$ cat config.mk
export PLATFORM = sky130hd
export DESIGN_NAME = mem_port_arbiter_flat
export DESIGN_NICKNAME = d
export VERILOG_FILES = /design/src/rtl/mem_port_arbiter_if.sv /design/src/rtl/mem_port_arbiter.sv /design/src/flat_wrapper.sv
export SDC_FILE = /design/constraint.sdc
export NUM_CORES = 1
export LEC_CHECK = 0
export ABC_AREA = 1
export CELL_PAD_IN_SITES_DETAIL_PLACEMENT = 0
export CELL_PAD_IN_SITES_GLOBAL_PLACEMENT = 1
export CORE_MARGIN = 4
export CORE_UTILIZATION = 44
export DETAILED_ROUTE_END_ITERATION = 12
export DONT_BUFFER_PORTS = 1
export HOLD_SLACK_MARGIN = 0.08
export PLACE_DENSITY = 0.8
export REMOVE_ABC_BUFFERS = 1
export SLEW_MARGIN = 25
export SYNTH_ARGS = -nofsm -noshare
export SYNTH_HDL_FRONTEND = slang
export SYNTH_SLANG_ARGS = --single-unit
$ cat constraint.sdc
create_clock -name clk -period 4.9 [get_ports clk]
set_input_delay 1.47 -clock clk [delete_from_list [all_inputs] [get_ports clk]]
set_output_delay 1.47 -clock clk [all_outputs]
set_load 0.02 [all_outputs]
$ cat src/rtl/mem_port_arbiter_if.sv
// Bundle between the IF/MEM stages, the arbiter and the unified memory.
// The arbiter takes the slave view; requesters and memory take the master view.
interface mem_port_arbiter_if #(
    parameter int ADDR_W = 7
);
    logic              if_req;
    logic [31:0]       if_addr;
    logic [31:0]       if_rdata;
    logic              if_valid;
    logic              dm_read;
    logic              dm_write;
    logic [31:0]       dm_addr;
    logic [31:0]       dm_wdata;
    logic [31:0]       dm_rdata;
    logic              dm_valid;
    logic              stall_if;
    logic              stall_mem;
    logic              mem_req;
    logic              mem_we;
    logic [ADDR_W-1:0] mem_addr;
    logic [31:0]       mem_wdata;
    logic [31:0]       mem_rdata;
    logic              mem_ready;
    logic              align_err;

    modport slave (
        input  if_req, if_addr,
        input  dm_read, dm_write, dm_addr, dm_wdata,
        input  mem_rdata, mem_ready,
        output if_rdata, if_valid,
        output dm_rdata, dm_valid,
        output stall_if, stall_mem,
        output mem_req, mem_we, mem_addr, mem_wdata,
        output align_err
    );

    modport master (
        output if_req, if_addr,
        output dm_read, dm_write, dm_addr, dm_wdata,
        output mem_rdata, mem_ready,
        input  if_rdata, if_valid,
        input  dm_rdata, dm_valid,
        input  stall_if, stall_mem,
        input  mem_req, mem_we, mem_addr, mem_wdata,
        input  align_err
    );
endinterface

$ cat src/rtl/mem_port_arbiter.sv
// Single-port memory arbiter between instruction fetch and load/store.
// Data side wins by default; a starvation counter forces fetch through.
module mem_port_arbiter #(
    parameter int ADDR_W       = 7,
    parameter int STARVE_LIMIT = 4
) (
    input logic                clk,
    input logic                reset,
    mem_port_arbiter_if.slave  bus
);
    localparam int CW = $clog2(STARVE_LIMIT + 1);
    localparam logic [CW-1:0] LIMIT = CW'(STARVE_LIMIT);

    typedef enum logic [2:0] {
        IDLE,
        ACC_IF,
        ACC_DM,
        DONE_IF,
        DONE_DM
    } state_t;

    state_t            state_q, state_d;
    logic [CW-1:0]     cnt_q;
    logic [ADDR_W-1:0] addr_q;
    logic [31:0]       wdata_q;
    logic              we_q;
    logic [31:0]       if_rdata_q;
    logic [31:0]       dm_rdata_q;
    logic              err_q;

    logic arb, if_eff, dm_eff, starved;
    logic grant_if, grant_dm, if_bad, dm_bad;
    logic unused_hi;

    assign unused_hi = ^{bus.if_addr[31:ADDR_W], bus.dm_addr[31:ADDR_W]};

    // The requester completing this cycle is masked so its held level
    // is not granted a second time.
    assign arb = (state_q == IDLE) || (state_q == DONE_IF)
              || (state_q == DONE_DM);
    assign if_eff  = bus.if_req & (state_q != DONE_IF);
    assign dm_eff  = (bus.dm_read | bus.dm_write) & (state_q != DONE_DM);
    assign starved = if_eff & (cnt_q == LIMIT);

    assign grant_if = arb & if_eff & (~dm_eff | starved);
    assign grant_dm = arb & dm_eff & ~grant_if;

    assign if_bad = bus.if_addr[1:0] != 2'b00;
    assign dm_bad = (bus.dm_addr[1:0] != 2'b00)
                  | (bus.dm_read & bus.dm_write);

    always_comb begin
        state_d = state_q;
        unique case (state_q)
            IDLE, DONE_IF, DONE_DM: begin
                if (grant_if)
                    state_d = if_bad ? DONE_IF : ACC_IF;
                else if (grant_dm)
                    state_d = dm_bad ? DONE_DM : ACC_DM;
                else
                    state_d = IDLE;
            end
            ACC_IF:
                if (bus.mem_ready) state_d = DONE_IF;
            ACC_DM:
                if (bus.mem_ready) state_d = DONE_DM;
            default:
                state_d = IDLE;
        endcase
    end

    always_ff @(posedge clk or posedge reset) begin
        if (reset) begin
            state_q    <= IDLE;
            cnt_q      <= '0;
            addr_q     <= '0;
            wdata_q    <= '0;
            we_q       <= 1'b0;
            if_rdata_q <= '0;
            dm_rdata_q <= '0;
            err_q      <= 1'b0;
        end else begin
            state_q <= state_d;
            if (grant_if) begin
                addr_q <= bus.if_addr[ADDR_W-1:0];
                we_q   <= 1'b0;
                if (if_bad) begin
                    if_rdata_q <= '0;
                    err_q      <= 1'b1;
                end
            end
            if (grant_dm) begin
                addr_q  <= bus.dm_addr[ADDR_W-1:0];
                wdata_q <= bus.dm_wdata;
                we_q    <= bus.dm_write;
                if (dm_bad) begin
                    dm_rdata_q <= '0;
                    err_q      <= 1'b1;
                end
            end
            if (state_q == ACC_IF && bus.mem_ready)
                if_rdata_q <= bus.mem_rdata;
            if (state_q == ACC_DM && bus.mem_ready)
                dm_rdata_q <= we_q ? 32'd0 : bus.mem_rdata;
            if (grant_if)
                cnt_q <= '0;
            else if (grant_dm) begin
                if (!if_eff)
                    cnt_q <= '0;
                else if (cnt_q != LIMIT)
                    cnt_q <= cnt_q + 1'b1;
            end
        end
    end

    assign bus.mem_req   = (state_q == ACC_IF) || (state_q == ACC_DM);
    assign bus.mem_we    = we_q & bus.mem_req;
    assign bus.mem_addr  = addr_q;
    assign bus.mem_wdata = wdata_q;
    assign bus.if_rdata  = if_rdata_q;
    assign bus.dm_rdata  = dm_rdata_q;
    assign bus.if_valid  = (state_q == DONE_IF);
    assign bus.dm_valid  = (state_q == DONE_DM);
    assign bus.align_err = err_q;
    assign bus.stall_if  = bus.if_req & ~bus.if_valid;
    assign bus.stall_mem = (bus.dm_read | bus.dm_write) & ~bus.dm_valid;
endmodule
$ cat src/flat_wrapper.sv
// flat-port wrapper written by rule: the top's interface ports become plain ports
module mem_port_arbiter_flat 
#(
    parameter int ADDR_W       = 7,
    parameter int STARVE_LIMIT = 4
)
  (clk, reset, bus_if_req, bus_if_addr, bus_dm_read, bus_dm_write, bus_dm_addr, bus_dm_wdata, bus_mem_rdata, bus_mem_ready, bus_if_rdata, bus_if_valid, bus_dm_rdata, bus_dm_valid, bus_stall_if, bus_stall_mem, bus_mem_req, bus_mem_we, bus_mem_addr, bus_mem_wdata, bus_align_err);
  mem_port_arbiter_if #(.ADDR_W(ADDR_W)) bus_i ();
  input logic clk;
  input logic reset;
  input wire logic [$bits(bus_i.if_req)-1:0] bus_if_req;
  input wire logic [$bits(bus_i.if_addr)-1:0] bus_if_addr;
  input wire logic [$bits(bus_i.dm_read)-1:0] bus_dm_read;
  input wire logic [$bits(bus_i.dm_write)-1:0] bus_dm_write;
  input wire logic [$bits(bus_i.dm_addr)-1:0] bus_dm_addr;
  input wire logic [$bits(bus_i.dm_wdata)-1:0] bus_dm_wdata;
  input wire logic [$bits(bus_i.mem_rdata)-1:0] bus_mem_rdata;
  input wire logic [$bits(bus_i.mem_ready)-1:0] bus_mem_ready;
  output wire logic [$bits(bus_i.if_rdata)-1:0] bus_if_rdata;
  output wire logic [$bits(bus_i.if_valid)-1:0] bus_if_valid;
  output wire logic [$bits(bus_i.dm_rdata)-1:0] bus_dm_rdata;
  output wire logic [$bits(bus_i.dm_valid)-1:0] bus_dm_valid;
  output wire logic [$bits(bus_i.stall_if)-1:0] bus_stall_if;
  output wire logic [$bits(bus_i.stall_mem)-1:0] bus_stall_mem;
  output wire logic [$bits(bus_i.mem_req)-1:0] bus_mem_req;
  output wire logic [$bits(bus_i.mem_we)-1:0] bus_mem_we;
  output wire logic [$bits(bus_i.mem_addr)-1:0] bus_mem_addr;
  output wire logic [$bits(bus_i.mem_wdata)-1:0] bus_mem_wdata;
  output wire logic [$bits(bus_i.align_err)-1:0] bus_align_err;
  assign bus_i.if_req = bus_if_req;
  assign bus_i.if_addr = bus_if_addr;
  assign bus_i.dm_read = bus_dm_read;
  assign bus_i.dm_write = bus_dm_write;
  assign bus_i.dm_addr = bus_dm_addr;
  assign bus_i.dm_wdata = bus_dm_wdata;
  assign bus_i.mem_rdata = bus_mem_rdata;
  assign bus_i.mem_ready = bus_mem_ready;
  assign bus_if_rdata = bus_i.if_rdata;
  assign bus_if_valid = bus_i.if_valid;
  assign bus_dm_rdata = bus_i.dm_rdata;
  assign bus_dm_valid = bus_i.dm_valid;
  assign bus_stall_if = bus_i.stall_if;
  assign bus_stall_mem = bus_i.stall_mem;
  assign bus_mem_req = bus_i.mem_req;
  assign bus_mem_we = bus_i.mem_we;
  assign bus_mem_addr = bus_i.mem_addr;
  assign bus_mem_wdata = bus_i.mem_wdata;
  assign bus_align_err = bus_i.align_err;
  mem_port_arbiter #(.ADDR_W(ADDR_W), .STARVE_LIMIT(STARVE_LIMIT)) u_core (.clk(clk), .reset(reset), .bus(bus_i));
endmodule
==> flow_results.xml, run 1 <==
<?xml version="1.0" encoding="UTF-8"?>
<metrics>
  <group name="worst_setup_path">
    <metric name="timing.critical_path.slowest_cell_delay" unit="ns">0.18</metric>
    <metric name="timing.critical_path.buf_inv" unit="">2</metric>
    <metric name="timing.critical_path.cells" unit="">inv_1 &gt; nand2_1 &gt; nand2_1 &gt; inv_1</metric>
    <metric name="cpLargestDelayFamily" unit="">buffers and inverters</metric>
    <metric name="critical_path.endpoint_type" unit="">output port</metric>
    <metric name="worst-endpoint-arrival" unit="ns">1.86</metric>
    <metric name="setup.worst_path.start_class" unit="">input pin</metric>
    <metric name="worst-path-max-fanout" unit="">2</metric>
    <metric name="timing_worst_setup_path_type" unit="">input pin to output port</metric>
    <metric name="crit_slowest_cell" unit="">sky130_fd_sc_hd__inv_1</metric>
    <metric name="crit_required" unit="ns">3.43</metric>
  </group>
  <group name="power">
    <metric name="power_density" unit="nW/um^2">718</metric>
    <metric name="combPwrFrac" unit="">0.256</metric>
    <metric name="p_switching" unit="mW">1.72</metric>
    <metric name="pwr-share-clk" unit="">0.146</metric>
    <metric name="leakage" unit="nW">2.63</metric>
    <metric name="p_int" unit="mW">1.80</metric>
    <metric name="power_switching_share" unit="">0.488</metric>
    <metric name="seqPwrFrac" unit="">0.598</metric>
    <metric name="ir_worst_vdd" unit="mV">0.303</metric>
  </group>
  <group name="yosys">
    <metric name="synth-seq-cells" unit="">111</metric>
    <metric name="synth.cell_area" unit="um^2">4610</metric>
    <metric name="synthDistinctLibCells" unit="">22</metric>
    <metric name="syn-mean-instance-area" unit="um^2">8.79</metric>
    <metric name="synth-warning-count" unit="">0</metric>
    <metric name="post_synth_inst_count" unit="">524</metric>
    <metric name="synth-seq-area-share" unit="">0.603</metric>
  </group>
  <group name="layout">
    <metric name="post_route_cells_drive_above_1_share" unit="">0.0678</metric>
    <metric name="sequential_standard_cell_area" unit="um^2">2780</metric>
    <metric name="area_taken_by_multi_input_logic_gates" unit="um^2">1640</metric>
    <metric name="nFillCells" unit="">1013</metric>
    <metric name="area_growth_from_synthesis_to_layout" unit="%">6.57</metric>
    <metric name="final_common_cell" unit="">sky130_fd_sc_hd__nand2_1</metric>
    <metric name="fin_cells" unit="">652</metric>
    <metric name="final_net_count" unit="">647</metric>
    <metric name="finalInstanceArea" unit="um^2">4910</metric>
    <metric name="n_antenna_cell" unit="">0</metric>
    <metric name="most-common-layout-cells" unit="">sky130_fd_sc_hd__nand2_1 (193), sky130_fd_sc_hd__nand3_1 (143), sky130_fd_sc_hd__dfrtp_1 (111)</metric>
  </group>
  <group name="detailed_routing">
    <metric name="dr.pass1.iters" unit="">4</metric>
    <metric name="finalWirelength" unit="mm">11.7</metric>
    <metric name="drt.antenna.violating_nets" unit="">0</metric>
    <metric name="routed-via-count" unit="">3501</metric>
    <metric name="drc_errors" unit="">0</metric>
    <metric name="drt-vias-per-instance" unit="">5.37</metric>
    <metric name="wire_per_inst" unit="um">17.9</metric>
    <metric name="initialDrtViolationCount" unit="">241</metric>
  </group>
  <group name="timing">
    <metric name="grt_setup_unrepaired" unit="">no</metric>
    <metric name="finalSetupViolCount" unit="">0</metric>
    <metric name="fin_crit_sh" unit="">0.680</metric>
    <metric name="final_critical_path_setup_slack" unit="ns">1.57</metric>
    <metric name="finalMaxSlewViolations" unit="">0</metric>
    <metric name="worst_slew_margin_rel" unit="">0.507</metric>
    <metric name="max_freq" unit="MHz">300</metric>
    <metric name="worst_tran_pin_value" unit="ns">0.739</metric>
    <metric name="fin_setup_tns" unit="ns">0</metric>
    <metric name="hold_slack" unit="ns">0.531</metric>
    <metric name="finalHoldViolations" unit="">0</metric>
    <metric name="layout_min_cycle_time" unit="ns">3.33</metric>
    <metric name="finClkSkew" unit="ns">0.0178</metric>
  </group>
  <group name="floorplanning">
    <metric name="dieHeight" unit="um">110</metric>
    <metric name="i_o_pin_total" unit="">244</metric>
    <metric name="rows" unit="">37</metric>
    <metric name="die_width" unit="um">110</metric>
    <metric name="initial_core_util" unit="">0.448</metric>
    <metric name="core_area" unit="um^2">10300</metric>
    <metric name="die-area" unit="um^2">12200</metric>
  </group>
  <group name="placement">
    <metric name="post-place-cells" unit="">636</metric>
    <metric name="place_congestion" unit="">0.798</metric>
    <metric name="port_buffers" unit="">0</metric>
    <metric name="placedInstanceArea" unit="um^2">4730</metric>
    <metric name="hpwl_after_dpl" unit="mm">8.05</metric>
    <metric name="pre_cts_ws" unit="ns">1.50</metric>
  </group>
  <group name="clock_network">
    <metric name="ctsRootBufferMaster" unit="">sky130_fd_sc_hd__clkbuf_8</metric>
    <metric name="postCtsResizedCells" unit="">0</metric>
    <metric name="cts.sinks" unit="">111</metric>
    <metric name="cts.htree.levels" unit="">3</metric>
    <metric name="clk_pin_slew" unit="ns">0.10</metric>
    <metric name="clock_insertion_delay_worst_skew" unit="ns">0.37</metric>
    <metric name="cts_setup_buffers" unit="">0</metric>
    <metric name="tritoncts_clock_tree" unit="">built</metric>
    <metric name="cts_inserted_buffers" unit="">9</metric>
    <metric name="post_cts_hold_buffer_count" unit="">0</metric>
    <metric name="cts_buffer_depth" unit="">2</metric>
  </group>
  <group name="worst_hold_path">
    <metric name="worstHoldPathType" unit="">flip-flop to flip-flop</metric>
  </group>
  <group name="global_routing">
    <metric name="grt_overflow" unit="">0</metric>
    <metric name="gr-usage-all-layers" unit="">0.188</metric>
    <metric name="grt_pass1_vias" unit="">3402</metric>
    <metric name="antenna_found_initial" unit="">0</metric>
    <metric name="grt_first_pass_wirelength" unit="mm">17.6</metric>
    <metric name="grt_start_max_net_pins" unit="">82</metric>
  </group>
  <group name="flow_run">
    <metric name="drv_cap" unit="">0</metric>
  </group>
  <group name="run_status">
    <metric name="status" unit="">completed</metric>
  </group>
</metrics>
-- synth_stat cells, drive strengths merged --
master    n  share of area
clkbuf   20          0.016
dfrtp   111           0.60
nor3b     1         0.0027
nand3   144           0.16
o211ai    3         0.0049
ha        2         0.0054
o21a      1         0.0016
buf      13          0.013
inv      18          0.015
nor3      2         0.0043
or2       1         0.0014
nand2   195           0.16
nor2      7         0.0079
o21ai     2         0.0022
xnor2     1         0.0019
o22ai     1         0.0014
nand3b    1         0.0016
nand4     1         0.0014
-- cell families after synthesis --
kind of cell    count (synthesis)  synth area share
compound gates                  7            0.0100
buf+inv                        51            0.0443
xor+xnor                        1           0.00190
simple gates                  352             0.336
flops                         111             0.603
fa+ha+maj                       2           0.00543
-- registers in the layout, summed over array words and instances (netlist names) --
register	cells
u_core.bus.if_rdata	32
u_core.bus.align_err	1
u_core.state_q	3
u_core.bus.mem_wdata	32
u_core.cnt_q	3
u_core.we_q	1
u_core.bus.mem_addr	7
u_core.bus.dm_rdata	32
-- tightest hold or removal path: cells and delay by family, from the launching register on --
kind	cells	cell delay, ns
flip-flops	1	0.39
AND/OR/NAND/NOR	2	0.11
-- through the flow --
step | util | power [mW]
2_1_floorplan | - | 2.70
3_3_place_gp | 0.459 | 3.00
3_5_place_dp | 0.460 | 3.06
4_1_cts | 0.478 | 3.58
5_1_grt | 0.478 | 3.79
6_report | 0.478 | 3.52
-- power groups by stage --
stage | combinational (mW) | sequential, mW | clock (mW)
after floorplan | 0.692 | 2.01 | 0
after global placement | 0.872 | 2.12 | 0
after detailed placement | 0.926 | 2.13 | 0
after CTS | 0.925 | 2.12 | 0.535
after global routing | 1.05 | 2.17 | 0.570
final | 0.903 | 2.11 | 0.515
-- worst paths after layout --
kind                                               start                                  end  slack (ns)  cells after the start
max                                         bus_dm_write                        bus_stall_mem        1.57                      4
min                          u_core.cnt_q[2]$_DFFE_PP0P_          u_core.cnt_q[2]$_DFFE_PP0P_        0.53                      2
max reg2reg                u_core.state_q[1]$_DFFE_PP0P_   u_core.bus.dm_rdata[8]$_DFFE_PP0P_        2.15                      8
min reg2reg                  u_core.cnt_q[2]$_DFFE_PP0P_          u_core.cnt_q[2]$_DFFE_PP0P_        0.53                      2
max in group asynchronous                          reset  u_core.bus.dm_rdata[18]$_DFFE_PP0P_        3.09                      2
min in group asynchronous                          reset   u_core.bus.dm_rdata[0]$_DFFE_PP0P_        1.07                      1
-- per-layer routing --
metal,track usage,vias to the layer above,share of wire
li1,-,1674,-
met3,0.0839,13,0.15
met4,0.0704,0,0.014
met2,0.302,181,0.46
met1,0.223,1633,0.38
met5,0,-,0
-- area by class of cell --
type | count | share of cell area
Clock buffer | 11 | 0.0288
Clock inverter | 5 | 0.00841
Inverter | 18 | 0.0148
Multi-Input combinational cell | 362 | 0.334
Sequential cell | 111 | 0.566
Tap cell | 136 | 0.0346
Timing Repair Buffer | 9 | 0.0138
(Power assumes the default switching activity.)
==> run 2: changes to the inputs <==
- CORE_UTILIZATION: 44 -> 40
- PLACE_DENSITY: 0.8 -> 0.77
- clock period: 4.9 -> 2.8 ns (I/O delays scaled with it)
==> flow_results.xml, run 2 (synthesized netlist as in run 1, its figures left out) <==
<?xml version="1.0" encoding="UTF-8"?>
<metrics>
  <group name="placement">
    <metric name="place_congestion" unit="">0.776</metric>
    <metric name="pre_cts_ws" unit="ns">0.590</metric>
    <metric name="post-place-cells" unit="">645</metric>
    <metric name="hpwl_after_dpl" unit="mm">8.49</metric>
    <metric name="port_buffers" unit="">0</metric>
  </group>
  <group name="worst_setup_path">
    <metric name="crit_end" unit="">bus_mem_we</metric>
    <metric name="timing.critical_path.cells" unit="">nor3_4 &gt; buf_4 &gt; o21a_1</metric>
    <metric name="timing_worst_setup_path_type" unit="">flip-flop to output port</metric>
    <metric name="crit_slowest_cell" unit="">sky130_fd_sc_hd__dfrtp_1</metric>
    <metric name="crit_required" unit="ns">1.96</metric>
    <metric name="r2r_slack" unit="ns">0.84</metric>
    <metric name="worst-path-max-fanout" unit="">12</metric>
    <metric name="worstRegToRegCells" unit="">9</metric>
    <metric name="rr_startpoint" unit="">u_core.cnt_q[0]$_DFFE_PP0P_</metric>
    <metric name="startpoint" unit="">u_core.state_q[1]$_DFFE_PP0P_</metric>
    <metric name="critical_path_depth" unit="">3</metric>
    <metric name="r2r_end" unit="">u_core.bus.mem_addr[6]$_DFFE_PP0P_</metric>
    <metric name="worst-endpoint-arrival" unit="ns">1.49</metric>
    <metric name="cpLargestDelayFamily" unit="">flip-flops</metric>
    <metric name="setup.worst_path.start_class" unit="">flip-flop</metric>
    <metric name="timing.critical_path.slowest_cell_delay" unit="ns">0.46</metric>
    <metric name="critical_path.endpoint_type" unit="">output port</metric>
    <metric name="timing.critical_path.buf_inv" unit="">1</metric>
  </group>
  <group name="clock_network">
    <metric name="clk_pin_slew" unit="ns">0.07</metric>
    <metric name="cts_buffer_depth" unit="">2</metric>
    <metric name="cts.sinks" unit="">111</metric>
    <metric name="clock_insertion_delay_worst_skew" unit="ns">0.34</metric>
    <metric name="ctsRootBufferMaster" unit="">sky130_fd_sc_hd__clkbuf_16</metric>
    <metric name="cts.htree.levels" unit="">3</metric>
    <metric name="cts_inserted_buffers" unit="">9</metric>
    <metric name="postCtsResizedCells" unit="">0</metric>
    <metric name="cts_setup_buffers" unit="">0</metric>
    <metric name="tritoncts_clock_tree" unit="">built</metric>
    <metric name="post_cts_hold_buffer_count" unit="">0</metric>
  </group>
  <group name="floorplanning">
    <metric name="dieHeight" unit="um">115</metric>
    <metric name="i_o_pin_total" unit="">244</metric>
    <metric name="die_width" unit="um">115</metric>
    <metric name="die-area" unit="um^2">13300</metric>
    <metric name="initial_core_util" unit="">0.416</metric>
    <metric name="rows" unit="">38</metric>
    <metric name="core_area" unit="um^2">11100</metric>
  </group>
  <group name="timing">
    <metric name="finalHoldViolations" unit="">0</metric>
    <metric name="fin_crit_sh" unit="">0.831</metric>
    <metric name="worst_slew_margin_rel" unit="">0.593</metric>
    <metric name="finalMaxSlewViolations" unit="">0</metric>
    <metric name="finalSetupViolCount" unit="">0</metric>
    <metric name="finClkSkew" unit="ns">0.00375</metric>
    <metric name="grt_setup_unrepaired" unit="">no</metric>
    <metric name="worst_tran_pin_value" unit="ns">0.610</metric>
    <metric name="layout_min_cycle_time" unit="ns">2.33</metric>
    <metric name="max_freq" unit="MHz">430</metric>
    <metric name="final_critical_path_setup_slack" unit="ns">0.472</metric>
  </group>
  <group name="layout">
    <metric name="final_net_count" unit="">652</metric>
    <metric name="post_route_cells_drive_above_1_share" unit="">0.0656</metric>
    <metric name="fin_cells" unit="">658</metric>
    <metric name="utilization_after_layout" unit="">0.454</metric>
    <metric name="area_growth_from_synthesis_to_layout" unit="%">9.15</metric>
    <metric name="most-common-layout-cells" unit="">sky130_fd_sc_hd__nand2_1 (195), sky130_fd_sc_hd__nand3_1 (143), sky130_fd_sc_hd__dfrtp_1 (111)</metric>
    <metric name="final_common_cell" unit="">sky130_fd_sc_hd__nand2_1</metric>
    <metric name="n_antenna_cell" unit="">0</metric>
  </group>
  <group name="detailed_routing">
    <metric name="drt.antenna.violating_nets" unit="">0</metric>
    <metric name="dr.pass1.iters" unit="">4</metric>
    <metric name="drt-vias-per-instance" unit="">5.40</metric>
    <metric name="wire_per_inst" unit="um">18.4</metric>
    <metric name="routed-via-count" unit="">3550</metric>
    <metric name="initialDrtViolationCount" unit="">314</metric>
    <metric name="drc_errors" unit="">0</metric>
    <metric name="finalWirelength" unit="mm">12.1</metric>
  </group>
  <group name="global_routing">
    <metric name="grt_overflow" unit="">0</metric>
    <metric name="grt_first_pass_wirelength" unit="mm">19.0</metric>
    <metric name="antenna_found_initial" unit="">0</metric>
    <metric name="grt_pass1_vias" unit="">3527</metric>
    <metric name="gr-usage-all-layers" unit="">0.184</metric>
    <metric name="grt_start_max_net_pins" unit="">51</metric>
  </group>
  <group name="power">
    <metric name="leakage" unit="nW">2.70</metric>
    <metric name="ir_worst_vdd" unit="mV">0.536</metric>
    <metric name="power_density" unit="nW/um^2">1280</metric>
  </group>
  <group name="worst_hold_path">
    <metric name="worstHoldPathType" unit="">input pin to asynchronous set/reset pin</metric>
  </group>
  <group name="flow_run">
    <metric name="drv_cap" unit="">0</metric>
  </group>
  <group name="run_status">
    <metric name="status" unit="">completed</metric>
  </group>
</metrics>
run 2: changes by cell type in the layout (fill, tap and decap cells not counted), sizes merged:
cell      change
clkinv        -2
clkbuf        +1
inv           -1
clkinvlp      -1
buf           +5
run 2: how the worst min path moves through the flow:
stage | from | end | slack (ns) | cells after the start
finish | reset | u_core.bus.mem_wdata[27]$_DFFE_PP0N_ | 0.44 | 1
global route | reset | u_core.bus.mem_wdata[27]$_DFFE_PP0N_ | 0.48 | 1
CTS | reset | u_core.bus.mem_wdata[11]$_DFFE_PP0N_ | 0.45 | 1
detailed placement | u_core.cnt_q[2]$_DFFE_PP0P_ | u_core.cnt_q[2]$_DFFE_PP0P_ | 0.52 | 2
global placement | u_core.cnt_q[2]$_DFFE_PP0P_ | u_core.cnt_q[2]$_DFFE_PP0P_ | 0.50 | 2
floorplan | u_core.we_q$_DFFE_PP0P_ | u_core.we_q$_DFFE_PP0P_ | 0.48 | 2
run 2: final cells by class:
class | instances | area, um^2
Clock buffer | 12 | 246
Clock inverter | 1 | 7.51
Fill cell | 1081 | 6050
Inverter | 18 | 70.1
Multi-Input combinational cell | 362 | 1640
Sequential cell | 111 | 2780
Tap cell | 140 | 175
Timing Repair Buffer | 14 | 118
run 2: metal layers:
metal  routed length, um  global-route usage  vias to the layer above
met2                5500               0.294                      185
met5                   0                   0                        -
met3                1860              0.0958                       11
met1                4570               0.212                     1671
li1                    -                   -                     1683
met4                 189              0.0657                        0
run 2: through the flow:
stage	hold slack, ns	cell area (um^2)	setup TNS [ns]	power (mW)
floorplan	0.475	4470	-108.68	4.73
global placement	0.503	4780	0	5.31
detailed placement	0.521	4780	0	5.39
CTS	0.453	5030	0	6.56
global route	0.478	5030	0	6.92
finish	0.439	5030	0	6.46
run 2: power by group:
group	switching [mW]	total, mW	leakage, nW	internal [mW]
sequential	1.39	3.70	1.44	2.31
clock	0.532	1.15	0.121	0.614
combinational	1.09	1.61	1.13	0.525
